## src/rtl/rsa_pkg.sv

```systemverilog
// Shared definitions for the RSA modular exponentiation engine and its multiplier.
package rsa_pkg;

  localparam int WIDTH_DEF = 8;

  typedef enum logic [2:0] {
    IDLE   = 3'd0,
    REDUCE = 3'd1,
    MUL    = 3'd2,
    SQR    = 3'd3,
    DONE   = 3'd4
  } modexp_state_t;

  // Smallest r such that 2**r >= value; used to size counters.
  function automatic int clog2(input int value);
    int r;
    r = 0;
    while ((1 << r) < value) r++;
    return r;
  endfunction

endpackage

```

## src/rtl/rsa_modmul_seq.sv

```systemverilog
// Interleaved shift-add modular multiplier: p = a*b mod n in exactly WIDTH cycles, MSB of a first.
// The first step runs in the cycle start is accepted; done is high during the last step with p valid.
module rsa_modmul_seq import rsa_pkg::*; #(
  parameter int WIDTH = WIDTH_DEF
) (
  input  logic             i_clk,
  input  logic             i_reset,
  input  logic             i_start,
  input  logic [WIDTH-1:0] i_a,
  input  logic [WIDTH-1:0] i_b,
  input  logic [WIDTH-1:0] i_n,
  output logic             o_busy,
  output logic             o_done,
  output logic [WIDTH-1:0] o_p
);

  localparam int CW = clog2(WIDTH);

  logic [WIDTH-1:0] r_acc;
  logic [WIDTH-1:0] r_a;
  logic [WIDTH-1:0] r_b;
  logic [WIDTH-1:0] r_n;
  logic [CW-1:0]    r_cnt;
  logic             r_busy;

  logic             w_load;
  logic             w_active;
  logic             w_last;
  logic [WIDTH-1:0] w_acc;
  logic [WIDTH-1:0] w_a;
  logic [WIDTH-1:0] w_b;
  logic [WIDTH-1:0] w_n;
  logic [CW-1:0]    w_idx;
  logic [WIDTH:0]   w_dbl;
  logic [WIDTH-1:0] w_dbl_red;
  logic [WIDTH:0]   w_sum;
  logic [WIDTH-1:0] w_sum_red;

  assign w_load   = i_start && !r_busy;
  assign w_active = w_load || r_busy;

  // On the load cycle the step works straight from the ports so no cycle is lost.
  always_comb begin
    w_acc = w_load ? '0    : r_acc;
    w_a   = w_load ? i_a   : r_a;
    w_b   = w_load ? i_b   : r_b;
    w_n   = w_load ? i_n   : r_n;
    w_idx = w_load ? '0    : r_cnt;

    w_dbl     = {w_acc, 1'b0};
    w_dbl_red = (w_dbl >= {1'b0, w_n}) ? WIDTH'(w_dbl - {1'b0, w_n}) : w_dbl[WIDTH-1:0];
    w_sum     = w_a[WIDTH-1] ? ({1'b0, w_dbl_red} + {1'b0, w_b}) : {1'b0, w_dbl_red};
    w_sum_red = (w_sum >= {1'b0, w_n}) ? WIDTH'(w_sum - {1'b0, w_n}) : w_sum[WIDTH-1:0];
  end

  assign w_last = (w_idx == CW'(WIDTH - 1));

  always_ff @(posedge i_clk) begin
    if (i_reset) begin
      r_acc  <= '0;
      r_a    <= '0;
      r_b    <= '0;
      r_n    <= '0;
      r_cnt  <= '0;
      r_busy <= 1'b0;
    end else if (w_active) begin
      r_acc  <= w_sum_red;
      r_a    <= {w_a[WIDTH-2:0], 1'b0};
      r_b    <= w_b;
      r_n    <= w_n;
      r_cnt  <= w_idx + CW'(1);
      r_busy <= !w_last;
    end
  end

  assign o_busy = r_busy;
  assign o_done = w_active && w_last;
  assign o_p    = w_sum_red;

endmodule

```

## src/rtl/rsa_modexp_seq.sv

```systemverilog
// Right-to-left square-and-multiply modular exponentiation: o_result = base^exp mod mod.
// Define MODEXP_EARLY_TERM_EN to skip dummy multiplies and stop at the top set exponent bit.
module rsa_modexp_seq import rsa_pkg::*; #(
  parameter int WIDTH = WIDTH_DEF
) (
  input  logic             i_clk,
  input  logic             i_reset,
  input  logic             i_start,
  input  logic [WIDTH-1:0] i_base,
  input  logic [WIDTH-1:0] i_exp,
  input  logic [WIDTH-1:0] i_mod,
  output logic             o_busy,
  output logic             o_done,
  output logic [WIDTH-1:0] o_result
);

  localparam int CNTW = clog2(WIDTH + 1);
`ifdef MODEXP_EARLY_TERM_EN
  localparam bit EARLY_TERM = 1'b1;
`else
  localparam bit EARLY_TERM = 1'b0;
`endif

  modexp_state_t    r_state;
  logic [WIDTH-1:0] r_r;
  logic [WIDTH-1:0] r_b;
  logic [WIDTH-1:0] r_e;
  logic [WIDTH-1:0] r_n;
  logic [CNTW-1:0]  r_cnt;
  logic             r_busy;
  logic             r_done;
  logic [WIDTH-1:0] r_result;

  logic             w_accept;
  logic             w_mm_start;
  logic             w_mm_busy;
  logic             w_mm_done;
  logic [WIDTH-1:0] w_mm_a;
  logic [WIDTH-1:0] w_mm_b;
  logic [WIDTH-1:0] w_mm_p;
  logic             w_e_hi_zero;

  assign w_accept    = i_start && !r_busy;
  assign w_e_hi_zero = (r_e[WIDTH-1:1] == '0);

  // r_b holds the raw base until REDUCE replaces it with base mod n.
  always_comb begin
    w_mm_a = r_b;
    w_mm_b = r_b;
    case (r_state)
      REDUCE:  w_mm_b = WIDTH'(1);
      MUL:     w_mm_a = r_r;
      default: ;
    endcase
    w_mm_start = ((r_state == REDUCE) || (r_state == MUL) || (r_state == SQR)) && !w_mm_busy;
  end

  rsa_modmul_seq #(.WIDTH(WIDTH)) u_modmul (
    .i_clk   (i_clk),
    .i_reset (i_reset),
    .i_start (w_mm_start),
    .i_a     (w_mm_a),
    .i_b     (w_mm_b),
    .i_n     (r_n),
    .o_busy  (w_mm_busy),
    .o_done  (w_mm_done),
    .o_p     (w_mm_p)
  );

  always_ff @(posedge i_clk) begin
    if (i_reset) begin
      r_state  <= IDLE;
      r_r      <= '0;
      r_b      <= '0;
      r_e      <= '0;
      r_n      <= '0;
      r_cnt    <= '0;
      r_busy   <= 1'b0;
      r_done   <= 1'b0;
      r_result <= '0;
    end else begin
      r_done <= 1'b0;
      case (r_state)
        IDLE, DONE: begin
          r_state <= IDLE;
          if (w_accept) begin
            r_b   <= i_base;
            r_e   <= i_exp;
            r_n   <= i_mod;
            r_r   <= (i_mod == WIDTH'(1)) ? '0 : WIDTH'(1);
            r_cnt <= '0;
            if (i_mod == '0) begin
              r_state  <= DONE;
              r_done   <= 1'b1;
              r_result <= '0;
            end else begin
              r_state <= REDUCE;
              r_busy  <= 1'b1;
            end
          end
        end
        REDUCE: begin
          if (w_mm_done) begin
            r_b <= w_mm_p;
            if (EARLY_TERM && (r_e == '0)) begin
              r_state  <= DONE;
              r_busy   <= 1'b0;
              r_done   <= 1'b1;
              r_result <= r_r;
            end else if (EARLY_TERM && !r_e[0]) begin
              r_state <= SQR;
            end else begin
              r_state <= MUL;
            end
          end
        end
        MUL: begin
          if (w_mm_done) begin
            // In the constant-time build a clear bit still multiplies; the product is dropped.
            if (r_e[0]) r_r <= w_mm_p;
            if (EARLY_TERM && w_e_hi_zero) begin
              r_state  <= DONE;
              r_busy   <= 1'b0;
              r_done   <= 1'b1;
              r_result <= w_mm_p;
            end else begin
              r_state <= SQR;
            end
          end
        end
        SQR: begin
          if (w_mm_done) begin
            r_b   <= w_mm_p;
            r_e   <= r_e >> 1;
            r_cnt <= r_cnt + CNTW'(1);
            if (!EARLY_TERM && (r_cnt == CNTW'(WIDTH - 1))) begin
              r_state  <= DONE;
              r_busy   <= 1'b0;
              r_done   <= 1'b1;
              r_result <= r_r;
            end else if (EARLY_TERM && !r_e[1]) begin
              r_state <= SQR;
            end else begin
              r_state <= MUL;
            end
          end
        end
        default: r_state <= IDLE;
      endcase
    end
  end

  assign o_busy   = r_busy;
  assign o_done   = r_done;
  assign o_result = r_result;

endmodule

```

## config.mk

```make
export PLATFORM = sky130hd
export DESIGN_NAME = rsa_modexp_seq
export DESIGN_NICKNAME = d
export VERILOG_FILES = /design/src/rtl/rsa_pkg.sv /design/src/rtl/rsa_modmul_seq.sv /design/src/rtl/rsa_modexp_seq.sv
export SDC_FILE = /design/constraint.sdc
export NUM_CORES = 1
export LEC_CHECK = 0
export CORE_AREA = 5 5 146 106
export CTS_BUF_LIST = sky130_fd_sc_hd__clkbuf_8
export DETAILED_ROUTE_END_ITERATION = 10
export DIE_AREA = 0 0 151 111
export SYNTH_ARGS = -nofsm -noshare
export SYNTH_HDL_FRONTEND = slang
export SYNTH_SLANG_ARGS = --single-unit
```

## constraint.sdc

```tcl
create_clock -name i_clk -period 14 [get_ports i_clk]
set_clock_uncertainty 0.05 [all_clocks]
set_input_delay 2.1 -clock i_clk [delete_from_list [all_inputs] [get_ports i_clk]]
set_output_delay 2.1 -clock i_clk [all_outputs]
set_load 0.005 [all_outputs]
```

# After elaboration in Yosys (flattened, before gate mapping)
# Cells that the tools add are included.
op_classes:
  magnitude_cmp: 2
  reduce_logical: 24
  eq_ne: 16
  n_mux: 46
  n_addsub: 5
ops:
  columns: ["operator", "count"]
  rows:
  - ["$mux 8", 19]
  - ["$pmux 8 s2", 4]
  - ["$mux 3", 7]
  - ["$ge 9x8->1", 2]
  - ["$sub 8x8->8", 2]
  - ["$pmux 3 s4", 1]
  - ["$ne 2x1->1 const B", 5]
  - ["$reduce_and 5->1", 2]
  - ["$add 8x8->9", 1]
  - ["$mux 1", 9]
  - ["$mux 9", 1]
  - ["$reduce_and 3->1", 3]
  - ["$eq 8x1->1 const B", 1]
  - ["$logic_not 8->1", 1]
  - ["$mux 4", 2]
  - ["$ne 2x2->1 const B", 4]
  - ["$pmux 4 s2", 1]
  - ["$eq 3x2->1 const B", 2]
  - ["$eq 3x3->1 const B", 2]
  - ["$reduce_bool 2->1", 3]
  - ["$add 4x1->4 const B", 1]
  - ["$eq 4x3->1 const B", 1]
  - ["$logic_and 1x1->1", 4]
  - ["$pmux 1 s2", 2]
  - ["other kinds (8)", 13]
word_totals:
  regBits: 84
  input_bits: 27
  word_cells: 108

# Logic depth before layout (Yosys ltp)
# Gate-level depths: netlist of run 1.
depth:
  depth_word: 15
  ltp_mapped: 31

# Modules after synthesis
# Synthesis of run 1 repeated with hierarchy kept, for this count alone.
unflattened:
  hier_cells: 648
  area_unflattened_um2: 5267.6
by_module_without_submodules:
  columns: ["module", "area_per_inst_um2", "n_inst", "cells_each", "seq_area_each_um2"]
  rows:
  - ["rsa_modmul_seq", 3021.6, 1, 388, 700.7]
  - ["rsa_modexp_seq", 2245.9, 1, 260, 980.9]

# Worst setup path after synthesis of run 1
# OpenSTA, ideal clock, no wires.
synth_path:
  path_kind: "reg2reg"
  start: "reg r_state[1]"
  end: "reg u_modmul.r_acc[1]"
  required_time_ns: 13.813
  stages_incl_launch_ff: 29
  slack_ns: 7.742
  setup_time_ns: 0.137
  arrival_time_ns: 6.070
  period_less_slack_ns: 6.258
  n_path_buf: 3
  path_cell_list: "dfxtp_1 -> buf_4 -> nor2_2 -> nor3_4 -> clkbuf_1 -> mux2i_1 -> ha_1 -> nand2_1 -> or4b_4 -> o311ai_1 -> o21ai_2 -> a21oi_1 -> nor2_1 -> ha_1 -> nor2b_1 -> o31a_1 -> o21a_1 -> or3_1 -> a21oi_1 -> a31oi_1 -> ha_1 -> nand4_1 -> o21bai_1 -> nor2_1 -> a2bb2oi_2 -> a21o_1 -> buf_2 -> mux2i_1 -> a211oi_1"
synth_between:
  elab_chain_cells: 12
synth_lines:
  columns: ["item", "line", "source"]
  rows:
  - ["start, declared", "rsa_modexp_seq.sv:24", "modexp_state_t r_state;"]
  - ["start signal, assigned", "rsa_modexp_seq.sv:72", "r_state <= IDLE;"]
  - ["start signal, assigned", "rsa_modexp_seq.sv:85", "r_state <= IDLE;"]
  - ["start signal, assigned", "rsa_modexp_seq.sv:93", "r_state <= DONE;"]
  - ["$eq 3x1->1 or $eq 3x2->1 (tied branches)", "rsa_modexp_seq.sv:50, rsa_modexp_seq.sv:55", null]
  - ["$logic_or 1x1->1 (2 in a row)", "rsa_modexp_seq.sv:55", "w_mm_start = ((r_state == REDUCE) || (r_state == MUL) || (r_state == SQR)) && !w_mm_busy;"]
  - ["$logic_and 1x1->1", "rsa_modexp_seq.sv:55", null]
  - ["$logic_and 1x1->1", "rsa_modmul_seq.sv:39", "assign w_load = i_start && !r_busy;"]
  - ["$mux 8 (on tied branches)", "rsa_modmul_seq.sv:47, rsa_modmul_seq.sv:44", null]
  - ["$sub 8x8->8 or $ge 9x8->1 (tied branches)", "rsa_modmul_seq.sv:51", "w_dbl_red = (w_dbl >= {1'b0, w_n}) ? WIDTH'(w_dbl - {1'b0, w_n}) : w_dbl[WIDTH-1:0];"]
  - ["$mux 8", "rsa_modmul_seq.sv:51", null]
  - ["$add 8x8->9", "rsa_modmul_seq.sv:52", "w_sum = w_a[WIDTH-1] ? ({1'b0, w_dbl_red} + {1'b0, w_b}) : {1'b0, w_dbl_red};"]
  - ["$mux 9", "rsa_modmul_seq.sv:52", null]
  - ["$sub 8x8->8 or $ge 9x8->1 (tied branches)", "rsa_modmul_seq.sv:53", "w_sum_red = (w_sum >= {1'b0, w_n}) ? WIDTH'(w_sum - {1'b0, w_n}) : w_sum[WIDTH-1:0];"]
  - ["$mux 8", "rsa_modmul_seq.sv:53", null]
  - ["end signal, assigned", "rsa_modmul_seq.sv:67", "r_acc <= w_sum_red;"]
  - ["end, declared", "rsa_modmul_seq.sv:19", "logic [WIDTH-1:0] r_acc;"]
# Parallel ways exist; a longest one is shown, timed or not.
# A chain may end at the register's enable or synchronous reset.

# Worst setup path in the final report of run 1
# Ends and elaborated chain as after synthesis.

==> qor.txt, run 1 <==
Run status = finished, final reports clean
Overflow after GRT = 0
Final Cell Area = 0.00561 mm^2
DRC Markers = 0
Simple-Gate Fraction of Synth Area = 22.3%
Hold Path End = r_n[5]$_SDFFE_PP0P_
Final period utilization = 54.2%
Mapped Area = 0.00490 mm^2
Syn Area/Cell = 8.14 um^2
Dpl ws = 6.64 ns
Reg2reg path depth = 25
Clock sink total = 84
Iter 0 DRT Violations = 369
Register bit total from synthesis = 84
Port Buf Inserts = 36
Placed Instance Area = 0.00542 mm^2
Slew at the pin closest to its max-slew limit = 1.14 ns
Beginning of the critical path = r_state[1]$_SDFFE_PP0P_
Total number of vias = 4621
GRT Total Usage = 18.3%
Clock Power Share = 12.6%
Max_cap viols = 0
PnR worst setup slack = 6.42 ns
Mux share of post-synthesis cell area = 3.88%
CTS resizes = 0
Die footprint = 0.0168 mm^2
# nets final = 682
Synth Area in Adders = 8.12%
Main synth FF type = dfxtp_1
DP Wirelength = 11400 um
Placeable core area = 0.0138 mm^2
Logic pwr share = 66.0%
Antenna diode count = 0
Antenna violations before repair = 0
H-tree levels = 3
Die Y = 111 um
Sequential-to-total area share from yosys stat = 34.3%
Net Sw Frac = 49.8%
Final wirelength = 15100 um
CP Data Required Time = 14.16 ns
Vias in the first global route = 4448
CTS clk-pin slew, worst paths = 0.09 ns
Final TNS setup = 0 ns
Max Slew Vio Count = 0
# rows = 36
CP Capture Type = register
Biggest area consumer among synthesized cells = dfxtp_1
Worst-case hold slack = 0.407 ns
Initial Util = 35.6%
CTS max path bufs = 2
Type of the tightest min-delay check = reg -> reg
Critical Path Fanout Max = 22
Number of fill cells = 1406
RSZ-0062 raised after global routing = no
Share of the synthesized area in the top cell type = 34.3%
Sequential share of power = 21.4%
Synth Area in Compound Gates = 24.9%
Avg WL per Cell = 18.4 um
Worst rel slew slack = 23.1%
Max VDD drop = 0.165 mV
Final critical-path required period = 7.58 ns
Asr flop ratio synth = 0%
P&R area growth vs syn = 14.3%
CP Data Arrival Time = 7.74 ns
CTS tree = yes
Top Ports = 37
LEAKAGE = 2.10 nW
CTS root buf = clkbuf_8
Routability cong. = 0.989
Post-synthesis cell type count = 66
Largest net degree at the start of global routing = 74
Mapped Cells = 602
Critical path type = reg -> reg
Cts-stage hold buffer count = 0
Register-to-register setup slack = 6.42 ns
Clock latency on the worst-skew pair = 0.36 ns
First-pass GRT wire length = 24200 um
HP Start = r_n[5]$_SDFFE_PP0P_
Switching pwr = 0.000652 W
Pre-Repair DR Iteration Count = 5
Pwr dens = 233 mW/mm^2
Fin util = 40.7%
Total of warnings raised by yosys = 0
Post-route ant nets = 0
Reg-to-reg critical path startpoint = r_state[1]$_SDFFE_PP0P_
Largest family of logic cells by synthesized area = compound AO/OA/AOI/OAI gates
Synth top area cells = dfxtp_1, ha_1, nand2_1, a21oi_1, nor2_1
Postcts setup bufs = 0
Hold path cells = 2
Startpoint types = register
Syn Nets = 659
R2R Path End = u_modmul.r_acc[1]$_SDFFE_PP0N_
EDFF count, synth = 0
Layout cells sized above 1 = 6.19%
Max Clk Rate = 0.132 GHz
Die X = 151 um
Via density per instance = 5.64
Cell with the most instances after synthesis = dfxtp_1
Post-synth top cells = dfxtp_1, nand2_1, nor2_1, a21oi_1, ha_1
Int Power = 0.000656 W
Final setup vio count = 0
CTS Buf Count = 9
Post-Synth XOR/XNOR Area = 2.32%
Final Hold Vio Count = 0
-- routing by layer --
layer,wire [um],track usage [%],vias up
li1,-,-,2225
met1,7380,27.5,2186
met2,6080,24.5,184
met3,1420,6.54,26
met4,208,4.11,0
met5,0,0,-
-- sequential cells by signal, indices dropped and copies added, names as in the netlist --
register,cells
r_b,8
u_modmul.r_b,8
u_modmul.r_n,8
u_modmul.o_busy,1
u_modmul.r_a,7
r_n,8
r_state,3
u_modmul.r_cnt,3
r_r,8
u_modmul.r_acc,8
r_e,8
o_busy,1
o_done,1
o_result,8
r_cnt,4
-- power groups by stage --
| stage | Sequential (W) | Clock, W | Combinational (W) |
|---|---|---|---|
| global route | 0.000281 | 0.000181 | 0.000947 |
| finish | 0.000279 | 0.000165 | 0.000864 |
| floorplan | 0.000277 | 0 | 0.000629 |
| global placement | 0.000285 | 0 | 0.000827 |
| CTS | 0.000279 | 0.000170 | 0.000839 |
| detailed placement | 0.000284 | 0 | 0.000834 |
-- how the worst max path moves through the flow --
stage,end,slack [ns]
2_1_floorplan,u_modmul.r_acc[1]$_SDFFE_PP0N_,7.74
3_3_place_gp,u_modmul.r_acc[1]$_SDFFE_PP0N_,6.65
3_5_place_dp,u_modmul.r_acc[1]$_SDFFE_PP0N_,6.64
4_1_cts,u_modmul.r_acc[1]$_SDFFE_PP0N_,6.57
5_1_grt,u_modmul.r_acc[1]$_SDFFE_PP0N_,5.94
6_report,u_modmul.r_acc[1]$_SDFFE_PP0N_,6.42
-- through the flow --
step                      total power [W]  instances
after global placement            0.00111        804
after floorplan                  0.000906        602
after detailed placement          0.00112        804
after CTS                         0.00129        820
final                             0.00131        820
after global routing              0.00141        820
-- cells in the final DEF (no fill, tap or decap), types with 3 or more instances in the layout --
cell type,instances
o21a_1,5
or3_1,6
nand2_1,80
nor4_1,3
o221ai_1,5
o21bai_1,3
fa_1,3
clkdlybuf4s50_1,35
nor2_1,64
nand4_1,6
ha_1,27
buf_4,7
o31a_1,3
a311oi_1,7
o32ai_1,4
dfxtp_1,84
inv_1,19
nor2b_1,4
clkbuf_8,11
mux2i_1,19
a22oi_1,5
nand3_1,26
o211ai_1,5
and2_1,21
a31oi_1,7
xnor2_1,9
o21ai_1,4
a211oi_1,14
nor3_1,11
a22o_1,6
a21oi_1,53
xor2_1,4
a21o_1,5
o21ai_0,23
-- final cells by class --
cell class              count  area [um^2]  area share (%)
inverters                  18         67.6            1.21
multi-input cells         469         3020            53.9
clock inverters             5         36.3           0.647
clock buffers              11          151            2.70
flip-flops and latches     84         1680            30.0
repair buffers             43          408            7.28
well taps                 190          238            4.24
-- worst max-delay path, stage by stage (launching register included) --
cell	delay (ns)
dfxtp_1	0.52
o21ba_4	0.24
nand2_1	0.48
and2_1	0.40
ha_1	0.38
nand2_1	0.14
or4b_4	0.55
o311ai_1	0.20
o21ai_2	0.21
a21oi_1	0.30
nor2_1	0.09
ha_1	0.34
nor2b_1	0.15
o31a_1	0.28
o21a_1	0.19
or3_1	0.30
a21oi_1	0.24
a31oi_1	0.07
ha_1	0.39
nand4_1	0.10
o21bai_1	0.20
nor2_1	0.08
a2bb2oi_2	0.25
a21o_1	0.42
mux2i_1	0.66
a211oi_1	0.18
-- cell families (layout without fill, tap and decap cells) --
kind of cell,after synthesis,count (layout)
xor gates and xnor gates,13,13
buffers and inverters,49,77
and+or+nand+nor,235,235
DFF,84,84
adders and majority gates,30,30
muxes,19,19
AOI/OAI and AO/OA,172,172
(Power assumes the default switching activity.)
==> inputs of run 2 (changes only) <==
- clock period: 14 -> 7.15 ns (I/O delays scaled with it)
==> qor.txt, run 2 (same netlist as run 1, synthesis figures left out) <==
Met2 wire length = 6150 um
Overflow after GRT = 0
Pwr dens = 455 mW/mm^2
Clock sink total = 84
Critical path type = reg -> reg
Total number of vias = 4685
CP Capture Type = register
Max VDD drop = 0.348 mV
Routability cong. = 0.929
CTS root buf = clkbuf_8
Clock latency on the worst-skew pair = 0.38 ns
Final critical-path required period = 6.83 ns
Met1 Wirelength = 8080 um
Run status = finished, final reports clean
RSZ-0062 raised after global routing = no
Critical Path Fanout Max = 13
Most frequent cells in the layout = dfxtp_1, nand2_1, nor2_1, a21oi_1, clkdlybuf4s50_1
Cts-stage hold buffer count = 0
Reg2reg path depth = 27
Top Ports = 37
Initial Util = 35.6%
Via density per instance = 5.62
Layout cells sized above 1 = 9.03%
# nets final = 694
Die footprint = 0.0168 mm^2
Tot Pwr = 0.00261 W
Type of the tightest min-delay check = reg -> reg
Final TNS setup = 0 ns
Vias in the first global route = 4241
LEAKAGE = 2.17 nW
Final Cell Area = 0.00574 mm^2
Avg WL per Cell = 18.3 um
H-tree levels = 3
Hold Path End = u_modmul.r_cnt[1]$_SDFFE_PP0N_
Met3 WL = 933 um
HP Start = u_modmul.r_cnt[1]$_SDFFE_PP0N_
Antenna violations before repair = 0
Startpoint types = register
Crit-path slowest cell = or4b_4
CTS clk-pin slew, worst paths = 0.10 ns
Placeable core area = 0.0138 mm^2
Max Slew Vio Count = 0
Port Buf Inserts = 36
First-pass GRT wire length = 23900 um
CTS tree = yes
Max Clk Rate = 0.146 GHz
# rows = 36
Final period utilization = 95.5%
Placed Instance Area = 0.00548 mm^2
Final setup vio count = 0
Most common cell after layout, fill and taps aside = dfxtp_1
Fin util = 41.6%
CTS max path bufs = 2
Iter 0 DRT Violations = 362
DRC Markers = 0
P&R area growth vs syn = 17.1%
CP Data Required Time = 7.33 ns
Worst rel slew slack = 34.2%
Max Used Layer = met4
Reg-to-reg critical path startpoint = u_modmul.o_busy$_SDFFE_PP0N_
DP Wirelength = 11800 um
CP Data Arrival Time = 7.00 ns
Die Y = 111 um
Worst-case hold slack = 0.405 ns
Post-route ant nets = 0
Register-to-register setup slack = 0.32 ns
R2R Path End = u_modmul.r_acc[5]$_SDFFE_PP0N_
CP max stage delay = 0.54 ns
Final wirelength = 15300 um
Pre-Repair DR Iteration Count = 4
Hold path cells = 2
CTS Buf Count = 9
GRT Total Usage = 18.2%
Slew at the pin closest to its max-slew limit = 0.987 ns
Max_cap viols = 0
Largest net degree at the start of global routing = 74
Die X = 151 um
Final Hold Vio Count = 0
run 2: how the worst max path moves through the flow:
| stage | startpoint | to | slack, ns | depth (start not counted) |
|---|---|---|---|---|
| detailed placement | r_state[1]$_SDFFE_PP0P_ | u_modmul.r_acc[5]$_SDFFE_PP0N_ | -0.01 | 25 |
| global route | r_state[0]$_SDFFE_PP0P_ | u_modmul.r_acc[5]$_SDFFE_PP0N_ | 0.05 | 27 |
| floorplan | r_state[1]$_SDFFE_PP0P_ | u_modmul.r_acc[1]$_SDFFE_PP0N_ | 0.89 | 28 |
| global placement | r_state[1]$_SDFFE_PP0P_ | u_modmul.r_acc[1]$_SDFFE_PP0N_ | 0.24 | 25 |
| finish | u_modmul.o_busy$_SDFFE_PP0N_ | u_modmul.r_acc[5]$_SDFFE_PP0N_ | 0.32 | 27 |
| CTS | r_state[1]$_SDFFE_PP0P_ | u_modmul.r_acc[5]$_SDFFE_PP0N_ | 0.21 | 25 |
run 2: layer usage:
| layer | global-route usage (%) | vias up |
|---|---|---|
| met5 | 0 | - |
| met4 | 3.20 | 0 |
| met3 | 4.05 | 11 |
| met2 | 24.5 | 144 |
| met1 | 29.1 | 2280 |
| li1 | - | 2250 |
run 2: area by class of cell:
cell class	count	area [um^2]
timing repair buffer	55	498
inverter	18	67.6
multi-input combinational	469	3050
tap	190	238
fill	1413	8040
clock buffer	9	124
antenna	1	2.50
clock inverter	7	76.3
sequential	84	1680
run 2: through the flow:
step	setup slack, ns	cells
detailed placement	-0.0134	812
global placement	0.237	812
floorplan	0.892	602
finish	0.323	833
CTS	0.210	832
global route	0.0538	832
run 2: report_power, final:
group | internal (W) | switching [W]
registers | 0.000513 | 0.0000388
clock network | 0.000138 | 0.000205
logic | 0.000675 | 0.00104
run 2: worst max-delay path: cells and delay by family, from the launching register on:
kind	cells	cell delay (ns)
flops	1	0.39
mux	1	0.46
fa+ha+maj	4	1.41
compound gates	11	2.08
buf+inv	2	0.38
simple gates	9	1.92
run 2: what timing repair did:
| item | in CTS | in global routing |
|---|---|---|
| gates resized for setup | 0 | 7 |
| endpoints found under the setup margin | 1 | 20 |
| pin swaps | 1 | 0 |
| setup buffers | 4 | 0 |
